<file path="src/rtl/hazard_control_unit_pkg.sv">
// Shared pipeline definitions: hazard-unit state encoding, the NOP control
// word selected into ID/EX on a bubble, and the load-use compare.
package hazard_control_unit_pkg;

    typedef enum logic [1:0] {
        RUN      = 2'd0,
        FLUSH    = 2'd1,
        MEM_WAIT = 2'd2
    } hcu_state_t;

    // Control word muxed into ID/EX when IDEX_Bubble is asserted (all
    // write/memory enables low).
    localparam logic [15:0] NOP_CTRL_WORD = '0;

    // True when the ID instruction reads the register a load in EX will write.
    function automatic logic load_use(
        input logic       idex_load,
        input logic [3:0] idex_rd,
        input logic       uses_rn,
        input logic [3:0] rn,
        input logic       uses_rm,
        input logic [3:0] rm
    );
        return idex_load & ((uses_rn & (rn == idex_rd)) | (uses_rm & (rm == idex_rd)));
    endfunction

endpackage

</file>
<file path="src/rtl/hazard_control_unit_if.sv">
// Pipeline-side connection of the hazard control unit: ID/EX hazard inputs,
// branch/memory status, and the pipeline register controls it produces.
interface hazard_control_unit_if #(
    parameter int CNT_W = 16
);
    logic [3:0]       ID_Rn;
    logic [3:0]       ID_Rm;
    logic             ID_Uses_Rn;
    logic             ID_Uses_Rm;
    logic             IDEX_Load;
    logic [3:0]       IDEX_Rd;
    logic             Branch_Taken;
    logic             Mem_Busy;
    logic             PC_LE;
    logic             IFID_LE;
    logic             IFID_CLR;
    logic             IDEX_Bubble;
    logic             Pipe_Freeze;
    logic [1:0]       State_Out;
    logic [CNT_W-1:0] Stall_Count;
    logic [CNT_W-1:0] Flush_Count;

    modport master (
        output ID_Rn, ID_Rm, ID_Uses_Rn, ID_Uses_Rm, IDEX_Load, IDEX_Rd,
               Branch_Taken, Mem_Busy,
        input  PC_LE, IFID_LE, IFID_CLR, IDEX_Bubble, Pipe_Freeze, State_Out,
               Stall_Count, Flush_Count
    );

    modport slave (
        input  ID_Rn, ID_Rm, ID_Uses_Rn, ID_Uses_Rm, IDEX_Load, IDEX_Rd,
               Branch_Taken, Mem_Busy,
        output PC_LE, IFID_LE, IFID_CLR, IDEX_Bubble, Pipe_Freeze, State_Out,
               Stall_Count, Flush_Count
    );
endinterface

</file>
<file path="src/rtl/hazard_control_unit_sat_counter.sv">
// Saturating event counter with synchronous clear; holds at all-ones.
module sat_counter #(
    parameter int W = 16
) (
    input  logic         CLK,
    input  logic         CLR,
    input  logic         inc,
    output logic [W-1:0] count
);

    // Count up on inc, stick at the maximum, clear synchronously.
    always_ff @(posedge CLK) begin
        if (CLR)
            count <= '0;
        else if (inc && (count != '1))
            count <= count + 1'b1;
    end

endmodule

</file>
<file path="src/rtl/hazard_control_unit.sv">
// Hazard control for the ARM-subset pipeline: load-use stalls, taken-branch
// flushes, memory-busy freeze, plus stall/flush performance counters.
module hazard_control_unit
    import hazard_control_unit_pkg::*;
#(
    parameter int FLUSH_CYCLES = 1,
    parameter int CNT_W        = 16
) (
    input  logic                  CLK,
    input  logic                  CLR,
    hazard_control_unit_if.slave  bus
);

    localparam logic [3:0] FLUSH_INIT = 4'(FLUSH_CYCLES - 1);

    hcu_state_t       state, state_nxt;
    logic [3:0]       flush_cnt, flush_nxt;
    logic             hazard;
    logic             pc_le, ifid_clr, bubble, freeze, flush_evt;
    logic [CNT_W-1:0] stall_count, flush_count;

    assign hazard = load_use(bus.IDEX_Load, bus.IDEX_Rd, bus.ID_Uses_Rn, bus.ID_Rn,
                             bus.ID_Uses_Rm, bus.ID_Rm);

    // State and remaining-flush register.
    always_ff @(posedge CLK) begin
        if (CLR) begin
            state     <= RUN;
            flush_cnt <= '0;
        end else begin
            state     <= state_nxt;
            flush_cnt <= flush_nxt;
        end
    end

    // Next-state and control decode. Mem_Busy is tested first for every state,
    // so MEM_WAIT with Mem_Busy=0 falls through to the FLUSH or RUN decode.
    always_comb begin
        pc_le     = 1'b1;
        ifid_clr  = 1'b0;
        bubble    = 1'b0;
        freeze    = 1'b0;
        flush_evt = 1'b0;
        state_nxt = state;
        flush_nxt = flush_cnt;
        if (CLR) begin
            pc_le     = 1'b0;
            ifid_clr  = 1'b1;
            bubble    = 1'b1;
            state_nxt = RUN;
            flush_nxt = '0;
        end else if (bus.Mem_Busy) begin
            pc_le     = 1'b0;
            freeze    = 1'b1;
            state_nxt = MEM_WAIT;
        end else if ((state == FLUSH) || ((state == MEM_WAIT) && (flush_cnt != '0))) begin
            ifid_clr  = 1'b1;
            bubble    = 1'b1;
            flush_nxt = flush_cnt - 1'b1;
            state_nxt = (flush_cnt == 4'd1) ? RUN : FLUSH;
        end else if (hazard) begin
            pc_le     = 1'b0;
            bubble    = 1'b1;
            state_nxt = RUN;
        end else if (bus.Branch_Taken) begin
            ifid_clr  = 1'b1;
            flush_evt = 1'b1;
            if (FLUSH_CYCLES > 1) begin
                flush_nxt = FLUSH_INIT;
                state_nxt = FLUSH;
            end else begin
                state_nxt = RUN;
            end
        end else begin
            state_nxt = RUN;
        end
    end

    sat_counter #(.W(CNT_W)) u_stall_cnt (
        .CLK   (CLK),
        .CLR   (CLR),
        .inc   (~pc_le & ~CLR),
        .count (stall_count)
    );

    sat_counter #(.W(CNT_W)) u_flush_cnt (
        .CLK   (CLK),
        .CLR   (CLR),
        .inc   (flush_evt),
        .count (flush_count)
    );

    assign bus.PC_LE       = pc_le;
    assign bus.IFID_LE     = 1'b1;
    assign bus.IFID_CLR    = ifid_clr;
    assign bus.IDEX_Bubble = bubble;
    assign bus.Pipe_Freeze = freeze;
    assign bus.State_Out   = state;
    assign bus.Stall_Count = stall_count;
    assign bus.Flush_Count = flush_count;

endmodule

</file>
<file path="src/flat_wrapper.sv">
// flat-port wrapper written by rule: the top's interface ports become plain ports
module hazard_control_unit_flat import hazard_control_unit_pkg::*;
#(
    parameter int FLUSH_CYCLES = 1,
    parameter int CNT_W        = 16
)
  (CLK, CLR, bus_ID_Rn, bus_ID_Rm, bus_ID_Uses_Rn, bus_ID_Uses_Rm, bus_IDEX_Load, bus_IDEX_Rd, bus_Branch_Taken, bus_Mem_Busy, bus_PC_LE, bus_IFID_LE, bus_IFID_CLR, bus_IDEX_Bubble, bus_Pipe_Freeze, bus_State_Out, bus_Stall_Count, bus_Flush_Count);
  hazard_control_unit_if #(.CNT_W(CNT_W)) bus_i ();
  input  logic CLK;
  input  logic CLR;
  input wire logic [$bits(bus_i.ID_Rn)-1:0] bus_ID_Rn;
  input wire logic [$bits(bus_i.ID_Rm)-1:0] bus_ID_Rm;
  input wire logic [$bits(bus_i.ID_Uses_Rn)-1:0] bus_ID_Uses_Rn;
  input wire logic [$bits(bus_i.ID_Uses_Rm)-1:0] bus_ID_Uses_Rm;
  input wire logic [$bits(bus_i.IDEX_Load)-1:0] bus_IDEX_Load;
  input wire logic [$bits(bus_i.IDEX_Rd)-1:0] bus_IDEX_Rd;
  input wire logic [$bits(bus_i.Branch_Taken)-1:0] bus_Branch_Taken;
  input wire logic [$bits(bus_i.Mem_Busy)-1:0] bus_Mem_Busy;
  output wire logic [$bits(bus_i.PC_LE)-1:0] bus_PC_LE;
  output wire logic [$bits(bus_i.IFID_LE)-1:0] bus_IFID_LE;
  output wire logic [$bits(bus_i.IFID_CLR)-1:0] bus_IFID_CLR;
  output wire logic [$bits(bus_i.IDEX_Bubble)-1:0] bus_IDEX_Bubble;
  output wire logic [$bits(bus_i.Pipe_Freeze)-1:0] bus_Pipe_Freeze;
  output wire logic [$bits(bus_i.State_Out)-1:0] bus_State_Out;
  output wire logic [$bits(bus_i.Stall_Count)-1:0] bus_Stall_Count;
  output wire logic [$bits(bus_i.Flush_Count)-1:0] bus_Flush_Count;
  assign bus_i.ID_Rn = bus_ID_Rn;
  assign bus_i.ID_Rm = bus_ID_Rm;
  assign bus_i.ID_Uses_Rn = bus_ID_Uses_Rn;
  assign bus_i.ID_Uses_Rm = bus_ID_Uses_Rm;
  assign bus_i.IDEX_Load = bus_IDEX_Load;
  assign bus_i.IDEX_Rd = bus_IDEX_Rd;
  assign bus_i.Branch_Taken = bus_Branch_Taken;
  assign bus_i.Mem_Busy = bus_Mem_Busy;
  assign bus_PC_LE = bus_i.PC_LE;
  assign bus_IFID_LE = bus_i.IFID_LE;
  assign bus_IFID_CLR = bus_i.IFID_CLR;
  assign bus_IDEX_Bubble = bus_i.IDEX_Bubble;
  assign bus_Pipe_Freeze = bus_i.Pipe_Freeze;
  assign bus_State_Out = bus_i.State_Out;
  assign bus_Stall_Count = bus_i.Stall_Count;
  assign bus_Flush_Count = bus_i.Flush_Count;
  hazard_control_unit #(.FLUSH_CYCLES(FLUSH_CYCLES), .CNT_W(CNT_W)) u_core (.CLK(CLK), .CLR(CLR), .bus(bus_i));
endmodule
</file>
<file path="config.mk">
export PLATFORM = sky130hd
export DESIGN_NAME = hazard_control_unit_flat
export DESIGN_NICKNAME = d
export VERILOG_FILES = /design/src/rtl/hazard_control_unit_pkg.sv /design/src/rtl/hazard_control_unit_if.sv /design/src/rtl/hazard_control_unit_sat_counter.sv /design/src/rtl/hazard_control_unit.sv /design/src/flat_wrapper.sv
export SDC_FILE = /design/constraint.sdc
export NUM_CORES = 1
export LEC_CHECK = 0
export ABC_CLOCK_PERIOD_IN_PS = 2100
export BUFFER_PORTS_ARGS = -buffer_cell sky130_fd_sc_hd__clkbuf_2
export CORE_MARGIN = 2
export CORE_UTILIZATION = 49
export CTS_BUF_LIST = sky130_fd_sc_hd__clkbuf_8
export DETAILED_ROUTE_END_ITERATION = 8
export PLACE_DENSITY = 0.91
export REMOVE_ABC_BUFFERS = 1
export SYNTH_ARGS = -nofsm -noshare
export SYNTH_HDL_FRONTEND = slang
export SYNTH_SLANG_ARGS = --single-unit
</file>
<file path="constraint.sdc">
create_clock -name CLK -period 2.1 [get_ports CLK]
set_clock_uncertainty 0.2 [all_clocks]
set_input_delay 0.315 -clock CLK [delete_from_list [all_inputs] [get_ports CLK]]
set_output_delay 0.315 -clock CLK [all_outputs]
set_load 0.005 [all_outputs]
</file>
==> impl_metrics.yaml <==
timing:
  tightestPinTransition_ps: 535
  slew_headroom: 0.641
  final_hold_viol_count: 0
  fin_crit_ps: 2340
  grt_setup_unrepaired: "true"
  setup_viol: 33
  fin_ws_ps: -244
  final-max-slew-violation-count: 0
  post-route-period-util: 1.12
  fmax_mhz: 427
status:
  status: "finished with violations"
  violations: "negative setup slack"
synthesis:
  yosys.cell_types.count: 45
  synth_flop_cell: "dfxtp_1"
  synth_top_area_cell: "dfxtp_1"
  ys_top_cells_by_area: "dfxtp_1, a21oi_1, o31ai_1"
  synth.avg_cell_area_um2: 8.32
  ys_seq_area_frac: 0.368
  synth_enable_flop_cells: 0
  ys_async_sr_fraction: 0
  netlist_instances: 248
  yosysMostFrequentCell: "dfxtp_1"
  ys_warn_count: 0
  synth_top_area_frac: 0.368
  synth_area_um2: 2060
  synth_commonest_cells: "dfxtp_1, a21oi_1, nand2_1, nor2_1, nand3_1"
  ys_ff_latch: 38
layout:
  layout.cell_area.non_filler_um2: 3560
  antenna_cells_inserted: 0
  area_delta_synth_final_pct: 72.4
  layout_cells_sized_above_1: 0.572
  fin_nets: 398
  fillers: 165
clock_tree:
  clock_latency_reported_for_the_late_side_of_the_worst_skew_pair_ps: 320
  ctsHoldBuffers: 0
  cts_buffer_depth: 2
  clkTransAtPathRegs_ps: 90
  cts_made_buffers: 5
  cts_max_level: 2
  cts_tree: "yes"
  number_of_sinks_on_the_clock_net: 38
  cts.root.buffer_cell: "clkbuf_8"
critical_path:
  worst_setup_path_start_kind: "flip-flop"
  timing.critical_path.cells: "inv_2 > ha_4 > a311oi_2 > buf_4 > a311oi_2 > buf_4 > o31ai_4 > buf_6 > buf_6 > xor2_1 > nor2_1"
  crit_path_end_kind: "flip-flop"
  worst-endpoint-required_ps: 2100
  critPathSlowestCell: "dfxtp_2"
  crit_path_max_fanout: 6
  arrival_time_worst_endpoint_ps: 2350
  worst_path_largest_cell_delay_ps: 340
  crit_type: "flip-flop to flip-flop"
power_and_ir_drop:
  static-leakage-power_nw: 1.40
  combPwrFrac: 0.245
  switching_power_w: 0.000557
  cellPowerDensity_nw_per_um2: 490
  worst_ir_drop_vdd_mv: 0.669
  sw_frac_of_total: 0.319
  sequentialPowerShare: 0.429
  clock_power_share: 0.326
  cellInternalPower_w: 0.00119
job:
  max_cap_viol_count: 0
global_route:
  grt_antenna_before_repair: 0
  grt_first_pass_wirelength_um: 11700
  grtUsageTotal: 0.339
  grt_pass1_vias: 2484
  globalRouteOverflowTotal: 0
  largest_net_degree_at_the_start_of_global_routing: 19
floorplanning:
  chipWidth_um: 68.9
  ioPinCount: 58
  die-height_um: 68.9
  rows: 23
  fp.dieArea_um2: 4750
  core_outline_area_um2: 4030
  start_util: 0.512
routing:
  avgRoutedWirePerCell_um: 25.6
  viasPerCell: 7.08
  drc: 0
  drt_iter0_markers: 511
  detail-route-antenna-nets: 0
  num_vias: 3016
  drtPass1Iterations: 8
  finalWirelength_um: 10900
place:
  post-dp-hpwl_um: 4490
  io_buffer_count: 56
  routabilityCongestion: 0.836
  dpl_worst_slack_ps: -347
  placedInstanceArea_um2: 2730
min_path:
  hp-class: "flip-flop to flip-flop"
[power by group through the flow]
stage | registers [W] | logic (W) | clock network, W
CTS | 0.000746 | 0.000309 | 0.000532
global placement | 0.000756 | 0.000225 | 0
finish | 0.000749 | 0.000427 | 0.000569
floorplan | 0.000761 | 0.0000934 | 0
detailed placement | 0.000757 | 0.000235 | 0
global route | 0.000749 | 0.000437 | 0.000579
[per-layer routing]
layer | GRT usage | share of wire | up-vias
met5 | 0 | 0 | -
met4 | 0.245 | 0.098 | 0
met3 | 0.0633 | 0.12 | 114
met2 | 0.572 | 0.45 | 311
met1 | 0.380 | 0.33 | 1405
li1 | - | - | 1186
[cells by family after synthesis]
kind of cell / Yosys count / synth area share
flip-flops: 38 / 0.368
AND/OR/NAND/NOR: 103 / 0.283
XOR/XNOR: 13 / 0.0552
other: 1 / 0.00182
multiplexers: 3 / 0.0158
AO/OA/AOI/OAI: 64 / 0.204
adder cells (fa/ha/maj): 4 / 0.0242
buffers and inverters: 22 / 0.0473
[sequential cells by signal (all words and copies together) (netlist names)]
register / cells
u_core.u_stall_cnt.count: 16
u_core.flush_cnt: 4
u_core.bus.State_Out: 2
u_core.u_flush_cnt.count: 16
[stage by stage]
stage                     cells  hold WS (ps)  total power (W)   util  TNS [ps]
after floorplan             235           182         0.000854      -     -6200
after global placement      393           285         0.000981  0.679     -2430
after detailed placement    393           300         0.000992  0.679     -4650
after CTS                   417           258          0.00159  0.784      -909
after global routing        426           335          0.00176  0.884     -6360
final                       426           312          0.00175  0.884     -4310
[cell usage in the layout (no fill, tap or decap), drive strengths merged, types with 6 or more instances in the layout]
cell	instances
a21oi	22
and3	7
buf	78
clkbuf	59
dfxtp	38
inv	10
nand2	18
nand3	14
nand4	6
nor2	18
o21ai	12
o311ai	6
o31ai	12
or3	14
or4	11
xor2	9
[area by class of cell]
class,count,area (um^2),area share
tap,50,62.6,0.0176
clock inverter,2,8.76,0.00246
inverter,9,33.8,0.00949
clock buffer,6,82.6,0.0232
timing repair buffer,131,912,0.256
sequential,38,771,0.217
multi-input combinational,190,1690,0.475
[critical path, delay by kind of cell (launching register included)]
kind / cells / cell delay, ps
buffers and inverters: 5 / 710
AO/OA/AOI/OAI: 3 / 490
flip-flops: 1 / 340
XOR/XNOR: 1 / 230
adder cells (fa/ha/maj): 1 / 160
AND/OR/NAND/NOR: 1 / 90
[what timing repair did]
item                                    in CTS  in global routing
pin swaps                                   29                 34
resized for setup                           45                 77
gates cloned                                 2                  1
endpoints found under the setup margin      33                 35
setup buffers                               14                  8
hold endpoints to repair                     0                  0
[worst paths after layout]
kind                                start                           end  slack, ps  depth (start not counted)
max                   u_core.flush_cnt[1]   u_core.u_stall_cnt.count[0]       -240                         11
min          u_core.u_stall_cnt.count[11]  u_core.u_stall_cnt.count[11]        310                          2
max reg2reg           u_core.flush_cnt[1]   u_core.u_stall_cnt.count[0]       -240                         11
min reg2reg  u_core.u_stall_cnt.count[11]  u_core.u_stall_cnt.count[11]        310                          2
No activity file was read; power rests on OpenSTA's default activity.
